$ cat src/rtl/fifo_pkg.sv
// Shared helpers for the gray-pointer FIFO family: gray/binary conversion and clog2.
package fifo_pkg;

  localparam int DEFAULT_ADDR_WIDTH = 3;
  localparam int GRAY_MAX_WIDTH = 32;

  function automatic logic [GRAY_MAX_WIDTH-1:0] width_mask(input int width);
    if (width >= GRAY_MAX_WIDTH) return '1;
    return (GRAY_MAX_WIDTH'(1) << width) - GRAY_MAX_WIDTH'(1);
  endfunction

  function automatic logic [GRAY_MAX_WIDTH-1:0] bin2gray(input logic [GRAY_MAX_WIDTH-1:0] bin,
                                                        input int width);
    logic [GRAY_MAX_WIDTH-1:0] b;
    b = bin & width_mask(width);
    return b ^ (b >> 1);
  endfunction

  function automatic logic [GRAY_MAX_WIDTH-1:0] gray2bin(input logic [GRAY_MAX_WIDTH-1:0] gray,
                                                        input int width);
    logic [GRAY_MAX_WIDTH-1:0] g;
    logic [GRAY_MAX_WIDTH-1:0] b;
    g = gray & width_mask(width);
    b = '0;
    b[GRAY_MAX_WIDTH-1] = g[GRAY_MAX_WIDTH-1];
    for (int i = GRAY_MAX_WIDTH - 2; i >= 0; i--) b[i] = b[i+1] ^ g[i];
    return b;
  endfunction

  function automatic int clog2(input int n);
    int r;
    r = 0;
    for (int i = 0; i < 31; i++) if ((1 << i) < n) r = i + 1;
    return r;
  endfunction

endpackage

$ cat src/rtl/gray_fifo_ptr.sv
// Gray-coded wrap-around pointer; the register holds gray so it can later cross clock domains.
module gray_fifo_ptr
  import fifo_pkg::*;
#(
  parameter int ADDR_WIDTH = DEFAULT_ADDR_WIDTH
) (
  input  logic                clk,
  input  logic                rst,
  input  logic                clr,
  input  logic                inc,
  output logic [ADDR_WIDTH:0] ptr_gray,
  output logic [ADDR_WIDTH:0] ptr_bin
);

  localparam int PW = ADDR_WIDTH + 1;

  logic [ADDR_WIDTH:0] bin_next;

  assign ptr_bin  = PW'(gray2bin(GRAY_MAX_WIDTH'(ptr_gray), PW));
  assign bin_next = ptr_bin + PW'(1);

  always_ff @(posedge clk or negedge rst) begin
    if (!rst)       ptr_gray <= '0;
    else if (clr)   ptr_gray <= '0;
    else if (inc)   ptr_gray <= PW'(bin2gray(GRAY_MAX_WIDTH'(bin_next), PW));
  end

endmodule

$ cat src/rtl/gray_fifo.sv
// Single-clock FIFO with gray pointers, optional first-word-fall-through, level flags and sticky errors.
module gray_fifo
  import fifo_pkg::*;
#(
  parameter int DATA_WIDTH = 8,
  parameter int ADDR_WIDTH = DEFAULT_ADDR_WIDTH,
  parameter int FWFT       = 0,
  parameter int AF_LEVEL   = 2**ADDR_WIDTH - 1,
  parameter int AE_LEVEL   = 1
) (
  input  logic                  clk,
  input  logic                  rst,
  input  logic                  clr,
  input  logic                  wr_en,
  input  logic [DATA_WIDTH-1:0] wr_data,
  input  logic                  rd_en,
  output logic [DATA_WIDTH-1:0] rd_data,
  output logic                  rd_valid,
  output logic                  full,
  output logic                  empty,
  output logic                  almost_full,
  output logic                  almost_empty,
  output logic [ADDR_WIDTH:0]   count,
  output logic                  overflow,
  output logic                  underflow
);

  localparam int PW    = ADDR_WIDTH + 1;
  localparam int DEPTH = 2**ADDR_WIDTH;
  // Inverting the top two gray bits marks "same slot, one lap ahead".
  localparam logic [ADDR_WIDTH:0] FULL_MASK = PW'(3) << (ADDR_WIDTH - 1);

  logic [ADDR_WIDTH:0]   wptr_gray, wptr_bin, rptr_gray, rptr_bin;
  logic [ADDR_WIDTH-1:0] waddr, raddr;
  logic                  wr_ok, rd_ok;
  logic [DATA_WIDTH-1:0] mem [DEPTH];

  assign wr_ok = wr_en && !full && !clr;
  assign rd_ok = rd_en && !empty && !clr;
  assign waddr = wptr_bin[ADDR_WIDTH-1:0];
  assign raddr = rptr_bin[ADDR_WIDTH-1:0];

  gray_fifo_ptr #(.ADDR_WIDTH(ADDR_WIDTH)) u_wptr (
    .clk(clk), .rst(rst), .clr(clr), .inc(wr_ok),
    .ptr_gray(wptr_gray), .ptr_bin(wptr_bin)
  );

  gray_fifo_ptr #(.ADDR_WIDTH(ADDR_WIDTH)) u_rptr (
    .clk(clk), .rst(rst), .clr(clr), .inc(rd_ok),
    .ptr_gray(rptr_gray), .ptr_bin(rptr_bin)
  );

  // Flags and count depend only on pointer registers, so they settle the cycle after each edge.
  assign empty        = (wptr_gray == rptr_gray);
  assign full         = (wptr_gray == (rptr_gray ^ FULL_MASK));
  assign count        = wptr_bin - rptr_bin;
  assign almost_full  = int'(count) >= AF_LEVEL;
  assign almost_empty = int'(count) <= AE_LEVEL;

  always_ff @(posedge clk) begin
    if (wr_ok) mem[waddr] <= wr_data;
  end

  always_ff @(posedge clk or negedge rst) begin
    if (!rst) begin
      overflow  <= 1'b0;
      underflow <= 1'b0;
    end else if (clr) begin
      overflow  <= 1'b0;
      underflow <= 1'b0;
    end else begin
      if (wr_en && full)  overflow  <= 1'b1;
      if (rd_en && empty) underflow <= 1'b1;
    end
  end

  if (FWFT != 0) begin : g_fwft
    assign rd_data  = empty ? '0 : mem[raddr];
    assign rd_valid = !empty;
  end else begin : g_reg
    logic [DATA_WIDTH-1:0] rd_data_q;
    logic                  rd_valid_q;

    always_ff @(posedge clk or negedge rst) begin
      if (!rst) begin
        rd_data_q  <= '0;
        rd_valid_q <= 1'b0;
      end else begin
        rd_valid_q <= rd_ok;
        if (rd_ok) rd_data_q <= mem[raddr];
      end
    end

    assign rd_data  = rd_data_q;
    assign rd_valid = rd_valid_q;
  end

endmodule

$ cat config.mk
export PLATFORM = sky130hd
export DESIGN_NAME = gray_fifo
export DESIGN_NICKNAME = d
export VERILOG_FILES = /design/src/rtl/fifo_pkg.sv /design/src/rtl/gray_fifo_ptr.sv /design/src/rtl/gray_fifo.sv
export SDC_FILE = /design/constraint.sdc
export NUM_CORES = 1
export LEC_CHECK = 0
export ABC_AREA = 0
export CAP_MARGIN = 5
export CORE_AREA = 2 2 80 82
export CTS_BUF_LIST = sky130_fd_sc_hd__clkbuf_8
export CTS_CLUSTER_SIZE = 14
export DETAILED_ROUTE_END_ITERATION = 10
export DIE_AREA = 0 0 82 84
export PLACE_DENSITY = 0.92
export SETUP_SLACK_MARGIN = 0.2
export SYNTH_ARGS = -nofsm -noshare
export SYNTH_HDL_FRONTEND = slang
export SYNTH_SLANG_ARGS = --single-unit
$ cat constraint.sdc
create_clock -name clk -period 7.4 [get_ports clk]
set_clock_uncertainty 0.2 [all_clocks]
set_input_delay 0.74 -clock clk [delete_from_list [all_inputs] [get_ports clk]]
set_output_delay 0.74 -clock clk [all_outputs]
set_load 0.005 [all_outputs]
# Word-level counts from Yosys, hierarchy flattened
# Memories as Yosys holds them, arrays and structs flattened. A register that Yosys moved wholly into a read port is not among the register bits.
# Index checks and enable logic that the tools add are counted.
[totals]
register_bits = 11
latch_bits = 0
mem_bits_rw = 64
rom_bits = 0
inputBits = 13
wordCells = 46
n_memories = 1
[classes]
addsub = 3
multipliers = 0
div_mod_pow = 0
magnitude_cmp = 2
eq_ne = 2
shifts = 0
muxes = 10
n_bitwise = 9
reduce_logical = 14
[mem_list]
columns = ["memory", "words", "width", "rd", "rd_clocked_by_memory_dff", "wr", "line", "text"]
rows = [
  ["mem", 8, 8, 1, 1, 1, "gray_fifo.sv:36", "logic [DATA_WIDTH-1:0] mem [DEPTH];"],
]
[ops]
columns = ["op", "count"]
rows = [
  ["4-bit 2-to-1 mux", 4],
  ["4-bit by 1-bit adder with 4-bit output, second input constant", 2],
  ["4-bit == test", 2],
  ["2-bit nonzero test", 4],
  ["4-bit by 3-bit XOR with 4-bit output", 2],
  ["1-bit logical AND", 6],
  ["1-bit 2-to-1 mux", 6],
  ["1-bit XOR", 6],
  ["4-bit by 3-bit greater-or-equal comparator with 1-bit output, second input constant", 1],
  ["4-bit by 1-bit <= comparator with 1-bit output, second input constant", 1],
  ["1-bit logical NOT", 4],
  ["4-bit subtractor", 1],
  ["2-bit inverter", 1],
]

# Longest topological paths before layout
# Gate-level depths: netlist of run 1.
[logic_depth]
depth_word = 7
mapped_depth = 13
mapped_depth_nobuf = 10

# Hierarchy
# From an unflattened synthesis of run 1, not the netlist that was laid out.
[hier_totals]
hier_cells = 233
hier_area_um2 = 3687.3
[by_module_without_submodules]
columns = ["mod", "n_inst", "cells_each", "area_per_inst_um2", "seq_area_each_um2"]
rows = [
  ["gray_fifo", 1, 175, 3166.8, 2197.1],
  ["gray_fifo_ptr", 2, 29, 260.2, 100.1],
]

# Worst setup path before layout of run 1
# Ideal clock, no wire load.
[synth_timing]
path_type = "register to output"
startpoint = "register u_rptr.ptr_gray[3]"
endpoint = "output port almost_full"
arrival_time_ps = 3040
required_time_ps = 6460
setup_slack_ps = 3420
path_stages_with_launch = 14
n_path_buf = 4
path_cell_list = "dfrtp_1 -> buf_4 -> xor2_1 -> clkbuf_1 -> ha_1 -> clkbuf_1 -> buf_2 -> xnor2_1 -> ha_1 -> inv_1 -> fa_1 -> xor2_1 -> nand3_1 -> o21ai_0"
[synth_via]
elab_chain_cells = 5
[synth_rtl]
columns = ["item", "line", "text"]
rows = [
  ["from (decl)", "gray_fifo_ptr.sv:11", "output logic [ADDR_WIDTH:0] ptr_gray,"],
  ["from (signal assigned)", "gray_fifo_ptr.sv:25", "else if (inc) ptr_gray <= PW'(bin2gray(GRAY_MAX_WIDTH'(bin_next), PW));"],
  ["1-bit XOR *", "fifo_pkg.sv:26", "for (int i = GRAY_MAX_WIDTH - 2; i >= 0; i--) b[i] = b[i+1] ^ g[i];"],
  ["1-bit XOR (2 in series)", "fifo_pkg.sv:26", ""],
  ["4-bit subtractor *", "gray_fifo.sv:56", "assign count = wptr_bin - rptr_bin;"],
  ["named net count[2]", "gray_fifo.sv:23", "output logic [ADDR_WIDTH:0] count,"],
  ["4-bit by 3-bit greater-or-equal comparator with 1-bit output *", "gray_fifo.sv:57", "assign almost_full = int'(count) >= AF_LEVEL;"],
  ["to (decl)", "gray_fifo.sv:21", "output logic almost_full,"],
]
# The timed path passes the listed nets; every way through them passes the cells marked *.

# Worst setup path after layout of run 1
[layout_timing]
startpoint = "register u_rptr.ptr_gray[3]"
endpoint = "output port almost_full"
[layout_via]
elab_chain_cells = 5
[layout_rtl]
columns = ["item", "line"]
rows = [
  ["1-bit XOR (3 in series)", "fifo_pkg.sv:26"],
  ["4-bit subtractor *", "gray_fifo.sv:56"],
  ["4-bit by 3-bit greater-or-equal comparator with 1-bit output *", "gray_fifo.sv:57"],
]
# Mark *: on every way between the ends. The rest lies on a longest branch, timed or not.

==> results of run 1 <==
## critical path, stage by stage (launching register included)
cell	delay, ps
dfrtp_1	500
xor2_1	840
ha_1	710
xnor2_1	380
ha_1	210
inv_1	60
fa_1	370
xor2_1	230
nand3_1	110
o21ai_0	70
clkdlybuf4s50_1	520
## sequential cells by signal (all words and copies together) (netlist names)
register	count
rd_valid	1
overflow	1
mem	64
underflow	1
u_wptr.ptr_gray	4
rd_data	8
u_rptr.ptr_gray	4
## logic make-up (layout without fill, tap and decap cells)
logic type      after synthesis  after routing  synth area share
compound gates               23             23            0.0460
fa+ha+maj                     9              9            0.0325
flops                        83             83             0.648
xor+xnor                     13             13            0.0348
simple gates                 37             37            0.0554
mux                          34             34             0.151
buf+inv                      24             60            0.0321
## routing by layer
layer	wire length [µm]	up-vias
met2	3600	89
met3	413	9
met4	115	0
met5	0	-
met1	2660	1029
li1	-	909
## area by class of cell
type                    count  area (µm²)  area share
flip-flops and latches     83        2400       0.564
multi-input cells         116        1180       0.279
repair buffers             32         318      0.0748
well taps                  77        96.3      0.0227
clock buffers               9         124      0.0292
inverters                  12        45.0      0.0106
clock inverters             7        83.8      0.0197
## power by group through the flow
stage	clock [mW]	combinational [mW]	sequential, mW
floorplan	0	0.152	0.563
global placement	0	0.268	0.565
detailed placement	0	0.278	0.568
CTS	0.340	0.279	0.558
global route	0.360	0.301	0.562
finish	0.336	0.276	0.558
## worst paths after layout
check | slack [ps] | startpoint | depth (start not counted) | to
min in group asynchronous | 710 | rst | 1 | u_wptr.ptr_gray[0]
max in group asynchronous | 5700 | rst | 1 | u_rptr.ptr_gray[2]
worst min register to register | 310 | overflow | 2 | overflow
worst max-delay path | 2100 | u_rptr.ptr_gray[3] | 10 | almost_full
worst max register to register | 3920 | u_rptr.ptr_gray[3] | 5 | rd_data[3]
worst min-delay path | 310 | overflow | 2 | overflow
## cells in the final DEF (no fill, tap or decap), types with 4 or more instances in the layout
cell,Yosys,final
ha_1,8,8
or3_1,4,4
and2_1,8,8
a21oi_1,8,8
clkdlybuf4s50_1,0,31
clkbuf_8,0,9
nor2_1,7,7
mux4_2,16,16
xnor2_1,6,6
nand2_1,5,5
dfrtp_1,19,19
inv_1,12,12
edfxtp_1,64,64
o21ai_0,6,6
xor2_1,5,5
mux2_2,16,16
==> impl_metrics.json, run 1 <==
{
  "antenna_found_initial": 0,
  "critPathKind": "flop to output pin",
  "critical_path_required_ps": 6460,
  "end_kind": "output pin",
  "numCtsBuffers": 9,
  "p_sw_mw": 0.307,
  "htree_levels": 3,
  "start_util": 0.607,
  "route.detailed.wl_per_inst_um": 20.2,
  "holdWs_ps": 309,
  "rsz0062_at_grt": "false",
  "cts_sinks": 83,
  "setup-tns-final_ps": 0,
  "p_leak_nw": 1.51,
  "finalHoldViolCount": 0,
  "synth-edff-count": 64,
  "cap_violations": 0,
  "globalRoute.totalOverflow": 0,
  "dp_hpwl_um": 4530,
  "power_frac_seq": 0.477,
  "tightest_slew_ps": 1020,
  "synth-seq-cells": 83,
  "fillers": 388,
  "maxSlewViolCount": 0,
  "dp_slack_ps": 2420,
  "worst_ir_drop_vdd_uv": 204,
  "grt_pass1_wl_um": 10600,
  "maxSlewHeadroom": 0.317,
  "dr.pass1.iters": 5,
  "worstSetupStartpointType": "flop",
  "post_cts_resized": 0,
  "dieArea_um2": 6890,
  "cp_max_fo": 21,
  "setup_viol": 0,
  "post-cts-setup-buffers": 0,
  "placedCellCount": 320,
  "clkPwrFrac": 0.287,
  "tritoncts": "done",
  "power_frac_comb": 0.236,
  "synth_largest_area_cell": "edfxtp_1",
  "ys_seq_area_frac": 0.648,
  "port-buffer-count": 31,
  "post-route-period-util": 0.716,
  "finalWirelength_um": 6790,
  "initialDrtViolationCount": 163,
  "core_um2": 6100,
  "grt_use_total": 0.217,
  "synth_area_leaders": "edfxtp_1, dfrtp_1, mux4_2, mux2_2, ha_1",
  "use_met1": 0.294,
  "cts_hold_buffers": 0,
  "synth_cells": 223,
  "critPathArrivalTime_ps": 4360,
  "ys_types": 39,
  "use_met2": 0.341,
  "drive_above_1_share": 0.212,
  "utilization": 0.697,
  "ctsLongestPathBuffers": 2,
  "clock_latency_ps": 350,
  "totalPowerFinal_mw": 1.17,
  "post_dp_cell_area_um2": 4040,
  "syn_area_um2": 3700,
  "grt_pass1_vias": 2063,
  "die_y_um": 84,
  "intPower_mw": 0.863,
  "switching_share": 0.263,
  "routed_via_density": 6.06,
  "avgSynthCellArea_um2": 16.6,
  "synth.top_cell.area_share": 0.519,
  "fin_crit_ps": 5300,
  "ys.flop_type": "edfxtp_1",
  "grt_max_degree": 24,
  "stdcell_count": 336,
  "min_path_type": "flop to flop",
  "yosys-top-cells-count": "edfxtp_1, dfrtp_1, mux2_2, mux4_2, inv_1",
  "die_w_um": 82,
  "place.gp.congestion": 0.779,
  "syn_nets": 245,
  "setup_ws_ps": 2100,
  "row_count": 29,
  "yosysMostFrequentCell": "edfxtp_1",
  "powerDensity_nw_per_um2": 275,
  "final_nets": 276,
  "use_met3": 0.0357,
  "syn_to_final_growth_pct": 14.8,
  "yosys_warnings": 0,
  "outcome": "complete, no violations",
  "clockRootBuffer": "clkbuf_8",
  "final_design_area_no_fill_um2": 4250,
  "max_freq_mhz": 189,
  "antenna_cells": 0,
  "path_clk_slew_ps": 90,
  "postRouteAntennaNets": 0,
  "io_pins": 32,
  "busiest_layer": "met2",
  "synth_async_sr_flop_share": 0.229,
  "routed-via-count": 2036,
  "drc": 0
}
Power figures use the tool's default switching activity.
==> run 2: changes to the inputs <==
--- a/config.mk
+++ b/config.mk
@@ -7,12 +7,12 @@
 export LEC_CHECK = 0
 export ABC_AREA = 0
 export CAP_MARGIN = 5
-export CORE_AREA = 2 2 80 82
+export CORE_AREA = 2 2 86 88
 export CTS_BUF_LIST = sky130_fd_sc_hd__clkbuf_8
 export CTS_CLUSTER_SIZE = 14
 export DETAILED_ROUTE_END_ITERATION = 10
-export DIE_AREA = 0 0 82 84
-export PLACE_DENSITY = 0.92
+export DIE_AREA = 0 0 88 90
+export PLACE_DENSITY = 0.85
 export SETUP_SLACK_MARGIN = 0.2
 export SYNTH_ARGS = -nofsm -noshare
 export SYNTH_HDL_FRONTEND = slang
==> constraint.sdc (replaced) <==
create_clock -name clk -period 4.7 [get_ports clk]
set_clock_uncertainty 0.2 [all_clocks]
set_input_delay 0.47 -clock clk [delete_from_list [all_inputs] [get_ports clk]]
set_output_delay 0.47 -clock clk [all_outputs]
set_load 0.005 [all_outputs]
==> impl_metrics.json, run 2 (synthesis results as in run 1) <==
{
  "outcome": "complete, no violations",
  "post-route-period-util": 0.878,
  "switching_share": 0.253,
  "final_design_area_no_fill_um2": 4280,
  "rr_worst_depth": 6,
  "clkPwrFrac": 0.278,
  "htree_levels": 3,
  "post_dp_cell_area_um2": 4080,
  "routed-via-count": 1982,
  "min_path_type": "flop to flop",
  "setup_ws_ps": 572,
  "p_sw_mw": 0.458,
  "grt_pass1_vias": 2018,
  "placedCellCount": 344,
  "max_freq_mhz": 242,
  "setup-tns-final_ps": 0,
  "grt_use_total": 0.181,
  "die_w_um": 88,
  "powerDensity_nw_per_um2": 422,
  "post_cts_resized": 0,
  "p_leak_nw": 1.50,
  "row_count": 31,
  "critPathKind": "flop to output pin",
  "maxSlewHeadroom": 0.337,
  "numCtsBuffers": 9,
  "holdPathStages": 2,
  "initialDrtViolationCount": 159,
  "core_um2": 7020,
  "maxSlewViolCount": 0,
  "fin_crit_ps": 4130,
  "routed_via_density": 5.51,
  "io_pins": 32,
  "power_frac_seq": 0.483,
  "busiest_layer": "met2",
  "grt_max_degree": 24,
  "dp_slack_ps": 1000,
  "largest_reg_flops": 64,
  "finalWirelength_um": 6490,
  "ctsLongestPathBuffers": 2,
  "dp_hpwl_um": 4250,
  "layout_commonest_cell": "edfxtp_1",
  "end_kind": "output pin",
  "critPathArrivalTime_ps": 3460,
  "route.detailed.wl_per_inst_um": 18.0,
  "worstSetupStartpointType": "flop",
  "syn_to_final_growth_pct": 15.7,
  "use_met2": 0.282,
  "top_register": "mem",
  "setup_viol": 0,
  "clockRootBuffer": "clkbuf_8",
  "antenna_cells": 0,
  "tightest_slew_ps": 991,
  "cap_violations": 0,
  "use_met1": 0.254,
  "cp_max_fo": 6,
  "drc": 0,
  "tritoncts": "done",
  "drive_above_1_share": 0.215,
  "path_clk_slew_ps": 90,
  "place.gp.congestion": 0.767,
  "start_util": 0.527,
  "final_nets": 278,
  "worst_ir_drop_vdd_uv": 238,
  "cts_hold_buffers": 0,
  "cts_sinks": 83,
  "die_y_um": 90,
  "final_cell_mix": "edfxtp_1, clkdlybuf4s50_1, dfrtp_1",
  "dr.pass1.iters": 4,
  "critical_path_required_ps": 4030,
  "stdcell_count": 360,
  "use_met3": 0.0496,
  "grt_pass1_wl_um": 10400,
  "clock_latency_ps": 350,
  "finalHoldViolCount": 0,
  "port-buffer-count": 31,
  "dieArea_um2": 7920,
  "post-cts-setup-buffers": 0,
  "globalRoute.totalOverflow": 0,
  "rsz0062_at_grt": "false",
  "power_frac_comb": 0.239,
  "postRouteAntennaNets": 0,
  "antenna_found_initial": 0,
  "intPower_mw": 1.35
}
-- run 2: stage by stage --
stage | hold slack [ps] | utilization | total power [mW]
floorplan | -25.6 | - | 1.13
global placement | 277 | 0.582 | 1.32
detailed placement | 283 | 0.582 | 1.33
CTS | 304 | 0.610 | 1.83
global route | 328 | 0.610 | 1.90
finish | 300 | 0.610 | 1.81
-- run 2: final timing paths --
path	from	slack (ps)	endpoint
min reg2reg	underflow	300	underflow
min in group asynchronous	rst	460	rd_data[3]
min	underflow	300	underflow
max in group asynchronous	rst	3230	u_rptr.ptr_gray[1]
max	u_wptr.ptr_gray[3]	570	almost_full
max reg2reg	u_wptr.ptr_gray[3]	1630	mem[7][4]
-- run 2: cell type report --
type                       instances  area (µm²)
sequential                        83        2400
clock buffer                       9         124
tap                               99         124
clock inverter                     7        75.1
fill                             504        2740
inverter                          12        45.0
multi-input combinational        116        1180
timing repair buffer              34         333
-- run 2: worst max-delay path, cell delays in order (launching register included) --
cell	delay [ps]
dfrtp_1	510
xor2_1	430
ha_1	370
xnor2_1	180
inv_1	100
ha_1	170
inv_1	50
fa_1	370
xor2_1	230
nand3_1	100
o21ai_0	70
clkdlybuf4s50_1	520
-- run 2: metal layers --
metal  up-vias  part of all wire
met1      1014              0.44
met3         6             0.049
met5         -                 0
li1        911                 -
met4         0             0.011
met2        51              0.50
-- run 2: power by group through the flow --
stage	sequential, mW	clock [mW]	combinational, mW
final	0.875	0.502	0.432
after floorplan	0.887	0	0.240
after global placement	0.890	0	0.427
after global routing	0.881	0.547	0.473
after detailed placement	0.891	0	0.438
after CTS	0.875	0.514	0.439
